$ cat src/rtl/bpr_pkg.sv
`default_nettype none
// ============================================================================
//  Module      : bpr_pkg
//  Description : Shared definitions for the bad-pixel replacement stage:
//                pipeline latency, neighbour-select encoding and the
//                rounding-average helper.
//  Revision    : 1.0 - initial release
// ============================================================================
package bpr_pkg;

  // Input-to-output delay of pixel data and hs/vs framing, in clocks.
  localparam int BPR_LATENCY = 2;

  // Which value drives the output for the pixel under evaluation.
  typedef enum logic [1:0] {
    SEL_AVG   = 2'd0,  // rounded mean of left and right neighbours
    SEL_LEFT  = 2'd1,  // previous corrected output
    SEL_RIGHT = 2'd2,  // next pixel straight from the input port
    SEL_KEEP  = 2'd3   // centre pixel unchanged
  } bpr_sel_e;

  // (a + b + 1) >>> 1 on operands already extended to 32 bits by the caller
  // (sign- or zero-extended). The 33-bit sum cannot overflow, and taking
  // bits [32:1] is the arithmetic shift. For pixels of DW <= 32 bits the
  // low DW bits of the result are the exact DW-bit average.
  function automatic logic [31:0] bpr_avg(input logic [31:0] a,
                                          input logic [31:0] b,
                                          input logic        is_signed);
    logic [32:0] w_sum;
    w_sum = {is_signed & a[31], a} + {is_signed & b[31], b} + 33'd1;
    return w_sum[32:1];
  endfunction

endpackage
`default_nettype wire

$ cat src/rtl/bad_pixel_replace_if.sv
`default_nettype none
// ============================================================================
//  Module      : bad_pixel_replace_if
//  Description : Pixel stream bundle used on both sides of the bad-pixel
//                replacement stage.
//                  data - pixel value (DW bits)
//                  bp   - bad-pixel flag (input side) / replaced flag
//                         (output side)
//                  hs   - line valid
//                  vs   - frame valid
//                Modport master drives the stream, slave receives it.
//  Revision    : 1.0 - initial release
// ============================================================================
interface bad_pixel_replace_if #(
  parameter int DW = 16
);
  logic [DW-1:0] data;
  logic          bp;
  logic          hs;
  logic          vs;

  modport master (output data, bp, hs, vs);
  modport slave  (input  data, bp, hs, vs);
endinterface
`default_nettype wire

$ cat src/rtl/bpr_frame_stat.sv
`default_nettype none
// ============================================================================
//  Module      : bpr_frame_stat
//  Description : Per-frame bad-pixel counter. Counts valid input pixels that
//                carry the bad flag, saturating at all-ones. The count is
//                restarted on the vs rising edge and published on the vs
//                falling edge, so o_bp_cnt always reflects the last complete
//                frame.
//  Ports       : i_clk, i_rst (async, active high)
//                i_hs, i_vs, i_bp_type - input stream framing and flag
//                o_bp_cnt              - flagged-pixel count of last frame
//  Revision    : 1.0 - initial release
// ============================================================================
module bpr_frame_stat
  import bpr_pkg::*;
#(
  parameter int ADDRS_DW = 21
) (
  input  logic                i_clk,
  input  logic                i_rst,
  input  logic                i_hs,
  input  logic                i_vs,
  input  logic                i_bp_type,
  output logic [ADDRS_DW-1:0] o_bp_cnt
);

  logic                r_vs_d;
  logic [ADDRS_DW-1:0] r_cnt;
  logic [ADDRS_DW-1:0] r_bp_cnt;

  logic w_vs_rise;
  logic w_vs_fall;
  logic w_hit;

  assign w_vs_rise = i_vs & ~r_vs_d;
  assign w_vs_fall = ~i_vs & r_vs_d;
  assign w_hit     = i_hs & i_vs & i_bp_type;

  always_ff @(posedge i_clk or posedge i_rst) begin
    if (i_rst) begin
      r_vs_d   <= 1'b0;
      r_cnt    <= '0;
      r_bp_cnt <= '0;
    end else begin
      r_vs_d <= i_vs;
      // A flagged pixel can already be present in the vs rising cycle, so
      // the restart value includes it.
      if (w_vs_rise) begin
        r_cnt <= w_hit ? ADDRS_DW'(1) : '0;
      end else if (w_hit && (r_cnt != {ADDRS_DW{1'b1}})) begin
        r_cnt <= r_cnt + ADDRS_DW'(1);
      end
      if (w_vs_fall) begin
        r_bp_cnt <= r_cnt;
      end
    end
  end

  assign o_bp_cnt = r_bp_cnt;

endmodule
`default_nettype wire

$ cat src/rtl/bad_pixel_replace.sv
`default_nettype none
// ============================================================================
//  Module      : bad_pixel_replace
//  Description : Line-local bad-pixel replacement. Each flagged pixel is
//                replaced from its horizontal neighbours on the same line:
//                the left neighbour is the previous corrected output, the
//                right neighbour is the next input pixel. Data, flag and
//                hs/vs framing leave exactly 2 clocks after they enter.
//                Replacement enable is shadowed once per frame, after the
//                output vs falls.
//  Config      : define BAD_PIXEL_REPLACE_STAT_EN to include the per-frame
//                bad-pixel counter; without it o_bp_cnt is tied to zero.
//  Ports       : i_clk     - clock, rising edge
//                i_rst     - asynchronous reset, active high
//                i_px      - input stream (data, bad flag, hs, vs)
//                o_px      - output stream (data, replaced flag, hs, vs)
//                i_bpr_en  - replacement enable, sampled per frame
//                o_bp_cnt  - flagged pixels in the last complete frame
//  Revision    : 1.0 - initial release
// ============================================================================
module bad_pixel_replace
  import bpr_pkg::*;
#(
  parameter     SIGNED_SEL        = "YES",
  parameter int IMAGE_WIDE_LENGTH = 256,
  parameter int IMAGE_HIGH_LENGTH = 192,
  parameter int ADDRS_DW          = 21,
  parameter int DW                = 16
) (
  input  logic                i_clk,
  input  logic                i_rst,
  bad_pixel_replace_if.slave  i_px,
  bad_pixel_replace_if.master o_px,
  input  logic                i_bpr_en,
  output logic [ADDRS_DW-1:0] o_bp_cnt
);

  localparam bit c_signed = (SIGNED_SEL == "YES");
  localparam int c_hcnt_w = $clog2(IMAGE_WIDE_LENGTH + 1);

  // The averaging helper works on 32-bit operands.
  if ((DW < 2) || (DW > 32) || (IMAGE_WIDE_LENGTH < 1) ||
      (IMAGE_HIGH_LENGTH < 1) || (ADDRS_DW < 1)) begin : g_param_chk
    $error("bad_pixel_replace: unsupported parameter set");
  end

  // --------------------------------------------------------------------------
  // Centre stage
  // --------------------------------------------------------------------------
  logic          w_in_valid;
  logic [DW-1:0] r_c_data;
  logic          r_c_flag;
  logic          r_c_hs;
  logic          r_c_vs;

  assign w_in_valid = i_px.hs & i_px.vs;

  // --------------------------------------------------------------------------
  // Output stage and control
  // --------------------------------------------------------------------------
  logic [DW-1:0]       r_o_data;
  logic                r_o_flag;
  logic                r_o_hs;
  logic                r_o_vs;
  logic                r_o_vs_d;
  logic                r_en_q;
  logic [c_hcnt_w-1:0] r_hcnt;

  logic          w_l_exists;
  logic          w_r_good;
  bpr_sel_e      w_sel;
  logic [31:0]   w_l_ext;
  logic [31:0]   w_r_ext;
  logic [DW-1:0] w_avg;
  logic [DW-1:0] w_out_data;
  logic          w_out_flag;

  // r_o_data is the already-corrected left neighbour. It belongs to the
  // current line only while o_hs is high; hcnt counts the outputs of the
  // current line and is zero whenever o_hs is low.
  assign w_l_exists = r_o_hs & (r_hcnt != '0);

  // The right neighbour is the live input pixel; it is absent in the cycle
  // hs falls, which is when the last pixel of a line is evaluated.
  assign w_r_good = w_in_valid & ~i_px.bp;

  always_comb begin
    w_sel = SEL_KEEP;
    if (r_en_q && r_c_flag) begin
      if (w_l_exists && w_r_good) begin
        w_sel = SEL_AVG;
      end else if (w_l_exists) begin
        w_sel = SEL_LEFT;
      end else if (w_r_good) begin
        w_sel = SEL_RIGHT;
      end
    end
  end

  always_comb begin
    w_l_ext = 32'(r_o_data);
    w_r_ext = 32'(i_px.data);
    if (c_signed) begin
      w_l_ext = 32'($signed(r_o_data));
      w_r_ext = 32'($signed(i_px.data));
    end
  end

  assign w_avg = DW'(bpr_avg(w_l_ext, w_r_ext, c_signed));

  always_comb begin
    w_out_data = r_c_data;
    case (w_sel)
      SEL_AVG:   w_out_data = w_avg;
      SEL_LEFT:  w_out_data = r_o_data;
      SEL_RIGHT: w_out_data = i_px.data;
      default:   w_out_data = r_c_data;
    endcase
  end

  assign w_out_flag = (w_sel != SEL_KEEP);

  always_ff @(posedge i_clk or posedge i_rst) begin
    if (i_rst) begin
      r_c_data <= '0;
      r_c_flag <= 1'b0;
      r_c_hs   <= 1'b0;
      r_c_vs   <= 1'b0;
      r_o_data <= '0;
      r_o_flag <= 1'b0;
      r_o_hs   <= 1'b0;
      r_o_vs   <= 1'b0;
      r_o_vs_d <= 1'b0;
      r_en_q   <= 1'b0;
      r_hcnt   <= '0;
    end else begin
      r_c_data <= w_in_valid ? i_px.data : '0;
      r_c_flag <= w_in_valid & i_px.bp;
      r_c_hs   <= i_px.hs;
      r_c_vs   <= i_px.vs;

      r_o_data <= w_out_data;
      r_o_flag <= w_out_flag;
      r_o_hs   <= r_c_hs;
      r_o_vs   <= r_c_vs;
      r_o_vs_d <= r_o_vs;

      // Tracks o_hs: cleared with it, counts while it is high.
      if (!r_c_hs) begin
        r_hcnt <= '0;
      end else if (r_hcnt != {c_hcnt_w{1'b1}}) begin
        r_hcnt <= r_hcnt + c_hcnt_w'(1);
      end

      // Enable changes only between frames: the cycle after o_vs falls.
      if (r_o_vs_d && !r_o_vs) begin
        r_en_q <= i_bpr_en;
      end
    end
  end

  assign o_px.data = r_o_data;
  assign o_px.bp   = r_o_flag;
  assign o_px.hs   = r_o_hs;
  assign o_px.vs   = r_o_vs;

  // --------------------------------------------------------------------------
  // Optional per-frame statistics
  // --------------------------------------------------------------------------
`ifdef BAD_PIXEL_REPLACE_STAT_EN
  bpr_frame_stat #(
    .ADDRS_DW (ADDRS_DW)
  ) u_frame_stat (
    .i_clk     (i_clk),
    .i_rst     (i_rst),
    .i_hs      (i_px.hs),
    .i_vs      (i_px.vs),
    .i_bp_type (i_px.bp),
    .o_bp_cnt  (o_bp_cnt)
  );
`else
  assign o_bp_cnt = '0;
`endif

endmodule
`default_nettype wire
$ cat src/flat_wrapper.sv
// flat-port wrapper written by rule: the top's interface ports become plain ports
module bad_pixel_replace_flat import bpr_pkg::*;
#(
  parameter     SIGNED_SEL        = "   ",
  parameter int IMAGE_WIDE_LENGTH = 256,
  parameter int IMAGE_HIGH_LENGTH = 192,
  parameter int ADDRS_DW          = 21,
  parameter int DW                = 16
)
  (i_clk, i_rst, i_bpr_en, o_bp_cnt, i_px_data, i_px_bp, i_px_hs, i_px_vs, o_px_data, o_px_bp, o_px_hs, o_px_vs);
  bad_pixel_replace_if #(.DW(DW)) i_px_i ();
  bad_pixel_replace_if #(.DW(DW)) o_px_i ();
  input  logic i_clk;
  input  logic i_rst;
  input  logic i_bpr_en;
  output logic [ADDRS_DW-1:0] o_bp_cnt;
  input wire logic [$bits(i_px_i.data)-1:0] i_px_data;
  input wire logic [$bits(i_px_i.bp)-1:0] i_px_bp;
  input wire logic [$bits(i_px_i.hs)-1:0] i_px_hs;
  input wire logic [$bits(i_px_i.vs)-1:0] i_px_vs;
  output wire logic [$bits(o_px_i.data)-1:0] o_px_data;
  output wire logic [$bits(o_px_i.bp)-1:0] o_px_bp;
  output wire logic [$bits(o_px_i.hs)-1:0] o_px_hs;
  output wire logic [$bits(o_px_i.vs)-1:0] o_px_vs;
  assign i_px_i.data = i_px_data;
  assign i_px_i.bp = i_px_bp;
  assign i_px_i.hs = i_px_hs;
  assign i_px_i.vs = i_px_vs;
  assign o_px_data = o_px_i.data;
  assign o_px_bp = o_px_i.bp;
  assign o_px_hs = o_px_i.hs;
  assign o_px_vs = o_px_i.vs;
  bad_pixel_replace #(.SIGNED_SEL(SIGNED_SEL), .IMAGE_WIDE_LENGTH(IMAGE_WIDE_LENGTH), .IMAGE_HIGH_LENGTH(IMAGE_HIGH_LENGTH), .ADDRS_DW(ADDRS_DW), .DW(DW)) u_core (.i_clk(i_clk), .i_rst(i_rst), .i_px(i_px_i), .o_px(o_px_i), .i_bpr_en(i_bpr_en), .o_bp_cnt(o_bp_cnt));
endmodule
$ cat config.mk
export PLATFORM = sky130hd
export DESIGN_NAME = bad_pixel_replace_flat
export DESIGN_NICKNAME = d
export VERILOG_FILES = /design/src/rtl/bpr_pkg.sv /design/src/rtl/bad_pixel_replace_if.sv /design/src/rtl/bpr_frame_stat.sv /design/src/rtl/bad_pixel_replace.sv /design/src/flat_wrapper.sv
export SDC_FILE = /design/constraint.sdc
export NUM_CORES = 1
export LEC_CHECK = 0
export ABC_AREA = 1
export CAP_MARGIN = 10
export CORE_MARGIN = 2
export CORE_UTILIZATION = 30
export CTS_CLUSTER_DIAMETER = 40
export DETAILED_ROUTE_END_ITERATION = 8
export MAX_ROUTING_LAYER = met4
export PLACE_DENSITY = 0.6
export SYNTH_ARGS = -nofsm -noshare
export SYNTH_HDL_FRONTEND = slang
export SYNTH_SLANG_ARGS = --single-unit
$ cat constraint.sdc
create_clock -name i_clk -period 5.9 [get_ports i_clk]
set_input_delay 1.18 -clock i_clk [delete_from_list [all_inputs] [get_ports i_clk]]
set_output_delay 1.18 -clock i_clk [all_outputs]
set_load 0.01 [all_outputs]
# --- Word-level counts from Yosys, hierarchy flattened ---
# Cells that the tools add are included.
totals:
  input_bits: 22
  ff_bits: 49
  word_cells: 38
  out_inout_bits: 40
op_classes:
  bitwise: 5
  n_eq_ne: 5
  n_mux: 8
  n_reduce_logical: 6
  n_addsub: 3
ops:
  columns: ["cell", "count"]
  rows:
  - ["case mux 16 bit (3 select lines)", 1]
  - ["two-way mux 9 bit", 2]
  - ["adder 16 x 16 -> 17 bit", 1]
  - ["adder 17 x 1 -> 17 bit (second input constant)", 1]
  - ["two-way mux 16 bit", 1]
  - ["adder 9 x 1 -> 9 bit (second input constant)", 1]
  - ["inequality test 9 bit (second input constant)", 1]
  - ["nonzero test 9 bit", 1]
  - ["two-way mux 2 bit", 3]
  - ["bitwise AND 1 bit", 4]
  - ["inequality test 2 bit (second input constant)", 2]
  - ["logical AND 1 bit", 3]
  - ["equality test 2 x 1 -> 1 bit (second input constant)", 1]
  - ["equality test 2 bit (second input constant)", 1]
  - ["zero test 2 bit", 1]
  - ["zero test 1 bit", 1]
  - ["two-way mux 1 bit", 1]
  - ["inverter 1 bit", 1]

# --- Logic depth before layout (Yosys ltp) ---
logic_depth:
  ltp_word: 8
  mapped_depth: 14
  ltp_nobuf: 14

# --- Worst setup path after synthesis ---
# Ideal clock, no wire load.
synth_timing:
  path_kind: "input -> register"
  startpoint: "input i_px_data[0]"
  endpoint: "register u_core.r_o_data[5], in the netlist u_core.o_px.data[5]"
  n_path_buf: 0
  t_required_ps: 5783
  path_stages: 11
  setup_slack_ps: 3500
  t_arrival_ps: 2283
  setup_time_ps: 117
  path_cell_list: "inv_1 > nand2_1 > fa_1 > nand2_1 > nand2_1 > nand3b_1 > nand2_1 > o21ai_0 > a21oi_1 > nor2_1 > nor2_1"
synth_via:
  elab_chain_len: 3
synth_lines:
  columns: ["element", "line_no", "rtl"]
  rows:
  - ["start, declared", "flat_wrapper.sv:17", "input wire logic [$bits(i_px_i.data)-1:0] i_px_data;"]
  - ["adder 16 x 16 -> 17 bit", "bpr_pkg.sv:30", "w_sum = {is_signed & a[31], a} + {is_signed & b[31], b} + 33'd1;"]
  - ["adder 17 x 1 -> 17 bit", "bpr_pkg.sv:30", null]
  - ["case mux 16 bit (3 select lines)", "bad_pixel_replace.sv:113", "case (w_sel)"]
  - ["end signal, assigned", "bad_pixel_replace.sv:142", "r_o_data <= w_out_data;"]
  - ["end, declared", "bad_pixel_replace.sv:61", "logic [DW-1:0] r_o_data;"]
# Every way passes these cells.
# A chain may end at the register's enable or synchronous reset.

# --- Worst setup path in the final report ---
layout_timing:
  startpoint: "input i_px_hs"
  endpoint: "register u_core.r_o_data[10], in the netlist u_core.o_px.data[10]"
layout_via:
  elab_chain_len: 8
  elab_cells_between_ends: 11
  cone_classes: "eq/ne: 2; mux: 5; bitwise: 2; reduce/logical: 2"
layout_lines:
  columns: ["element", "line_no", "rtl"]
  rows:
  - ["start, declared", "flat_wrapper.sv:19", "input wire logic [$bits(i_px_i.hs)-1:0] i_px_hs;"]
  - ["bitwise AND 1 bit (*)", "bad_pixel_replace.sv:56", "assign w_in_valid = i_px.hs & i_px.vs;"]
  - ["bitwise AND 1 bit (*)", "bad_pixel_replace.sv:85", "assign w_r_good = w_in_valid & ~i_px.bp;"]
  - ["two-way mux 1 bit", "bad_pixel_replace.sv:94", "end else if (w_r_good) begin"]
  - ["two-way mux 2 bit", "bad_pixel_replace.sv:92", "end else if (w_l_exists) begin"]
  - ["two-way mux 2 bit (*)", "bad_pixel_replace.sv:90", "if (w_l_exists && w_r_good) begin"]
  - ["two-way mux 2 bit (*)", "bad_pixel_replace.sv:89", "if (r_en_q && r_c_flag) begin"]
  - ["equality test 2 bit (tied with other cells)", "bad_pixel_replace.sv:113", null]
  - ["case mux 16 bit (3 select lines)", "bad_pixel_replace.sv:113", null]
# Every way passes the cells marked *; elsewhere a longest branch is shown, timed or not.

==> metrics.yaml <==
dr.first_iter.drc_count: 145
endpoint_kind: "flop"
muxShareOfSynthArea_pct: 0
drc: 0
yosysSeqAreaShare_pct: 37.6
avgSynthCellArea_sq_um: 6.96
ctsHoldBuffers: 0
via_count: 2846
row_count: 38
die_h_um: 108
synth_xor_area_share_pct: 0.806
nFillCells: 1140
die_w_um: 108
hold_viol: 0
syn_to_final_growth_pct: 17.2
cp-start-kind: "input pin"
ys.flop_type: "dfrtp_1"
cts_root_buffer: "clkbuf_8"
p_total_mw: 0.792
wl_per_cell_um: 11.9
synth-seq-cells: 49
vias_per_cell: 4.39
tns_ps: 0
synth_cell_type_count: 30
post-dp-hpwl_um: 6120
hold_path_class: "reg -> reg"
ys.warnings.count: 0
path_max_fanout: 24
cts_setup_buffers: 0
start_util_pct: 30.5
peakVddDrop_uv: 162
portBuffers: 40
num_io_pins: 62
drive_above_1_share_pct: 3.74
synth_top_family_by_area: "simple AND/OR/NAND/NOR gates"
max-slew-margin-rel_pct: 33.1
synth_edf_count: 0
ant_nets: 0
period_share_pct: 53.6
htreeDepth: 2
cts_sinks: 49
syn_area_sq_um: 3260
setup_viol: 0
slew_viol_final: 0
core_sq_um: 10700
worstPathRequired_ps: 6100
die_area_sq_um: 11700
worstSkewPairLatency_ps: 310
gp_congestion: 0.829
place_area_sq_um: 3700
clockBufferDepth: 2
synth_simple_gate_area_share_pct: 30.8
critPathArrivalTime_ps: 3360
yosys-top-cells-count: "126 x nand2_1, 75 x inv_1, 72 x nor2_1, 49 x dfrtp_1, 28 x nand3_1"
synthAdderAreaFrac_pct: 7.53
grt_pass1_vias: 2834
drtPass1Iterations: 4
synth_top_cell_by_area: "dfrtp_1"
status: "finished, final reports clean"
maxCapViolations: 0
clock.fmax_mhz: 316
min_period_ps: 3160
synth.top_cell.area_share_pct: 37.6
synthTopCellsByArea: "dfrtp_1 38%, nand2_1 15%, inv_1 8.6%"
cts_buffers: 5
netlist_instances: 468
p_leak_nw: 2.12
synth-compound-area-share_pct: 7.68
grt-ovfl-total: 0
cts_tree: "built"
grt_max_degree: 50
cts_resized: 0
layout.nets: 548
synthMostInstantiatedCell: "nand2_1"
path_clk_slew_ps: 90
power.density_nw_per_um2: 207
worst-slew-pin-transition_ps: 1000
skew_ps: 7.72
synthArstFlopShare_pct: 100
critPathKind: "in -> reg"
rsz0062_at_grt: "false"
grt_pass1_wl_um: 13200
design_area_sq_um: 3820
diodes: 0
finalWirelength_um: 7690
track_usage_pct: 14.5
grt_antenna_before_repair: 0
==> layer usage <==
layer  global-route usage (%)  part of all wire, %
met5                        -                    0
met2                     24.8                   49
met3                     1.69                  2.4
met1                     17.8                   46
met4                     4.67                  1.9
==> cells by family after synthesis <==
group           after synthesis
compound gates               47
xor+xnor                      3
fa+ha+maj                    19
buf+inv                     106
flops                        49
other cells                   1
simple gates                243
==> final timing paths <==
check | startpoint | to | slack [ps] | cells past startpoint
worst max-delay path | i_px_hs | u_core.o_px.data[10]$_DFFE_PP0P_ | 2740 | 8
worst min-delay path | u_core.r_c_vs$_DFF_PP0_ | u_core.o_px.vs$_DFF_PP0_ | 370 | 0
worst min register to register | u_core.r_c_vs$_DFF_PP0_ | u_core.o_px.vs$_DFF_PP0_ | 370 | 0
max in group asynchronous | i_rst | u_core.r_c_data[9]$_DFF_PP0_ | 3850 | 2
worst max register to register | u_core.r_hcnt[0]$_DFFE_PP0P_ | u_core.r_hcnt[7]$_DFFE_PP0P_ | 3780 | 14
min in group asynchronous | i_rst | u_core.r_c_data[4]$_DFF_PP0_ | 1420 | 2
==> through the flow <==
stage	worst slack [ps]	instances	hold WS [ps]	utilization, %
after floorplan	3500	488	331	-
after global placement	2550	640	356	34.6
after detailed placement	2420	640	349	34.6
after CTS	2750	648	371	35.7
after global routing	2470	648	377	35.7
final	2740	648	366	35.7
==> power breakdown <==
| group | switching, mW | leakage, nW | internal, mW |
|---|---|---|---|
| sequential | 0.0127 | 0.648 | 0.352 |
| combinational | 0.105 | 1.41 | 0.0704 |
| clock | 0.114 | 0.0574 | 0.138 |
==> layout by cell type (no fill, tap or decap), types with 2 or more instances in the layout <==
| cell type | n |
|---|---|
| nand2_1 | 126 |
| inv_1 | 74 |
| nor2_1 | 72 |
| dfrtp_1 | 49 |
| clkdlybuf4s50_1 | 40 |
| nand3_1 | 28 |
| a21oi_1 | 25 |
| conb_1 | 21 |
| ha_1 | 18 |
| o21ai_0 | 13 |
| clkbuf_8 | 6 |
| nor3_1 | 5 |
| inv_2 | 4 |
| a31oi_1 | 3 |
| nand2_2 | 3 |
| nand3b_1 | 3 |
| a211oi_1 | 2 |
| o21ai_1 | 2 |
| xnor2_1 | 2 |
| nand4_1 | 2 |
==> sequential cells by signal (all words and copies together) (netlist names) <==
register and cells:
u_core.r_c_flag 1, u_core.r_c_data 16, u_core.r_c_hs 1, u_core.r_hcnt 9, u_core.o_px.bp 1, u_core.r_en_q 1
u_core.o_px.hs 1, u_core.r_c_vs 1, u_core.o_px.vs 1, u_core.r_o_vs_d 1, u_core.o_px.data 16
==> area by class of cell <==
type	instances	area, sq um	area share [%]
well taps	140	175	4.59
clock inverters	2	37.5	0.983
clock buffers	6	82.6	2.16
flip-flops and latches	49	1230	32.1
repair buffers	40	400	10.5
inverters	78	293	7.66
multi-input cells	333	1610	42.0
==> critical path, stage by stage <==
cell and delay [ps]:
clkdlybuf4s50_1 500, nand2_2 230, nor3_4 460, inv_2 240
nand3_2 410, nand2_1 110, nor2_1 150, a21oi_1 80
Power figures use the tool's default switching activity.
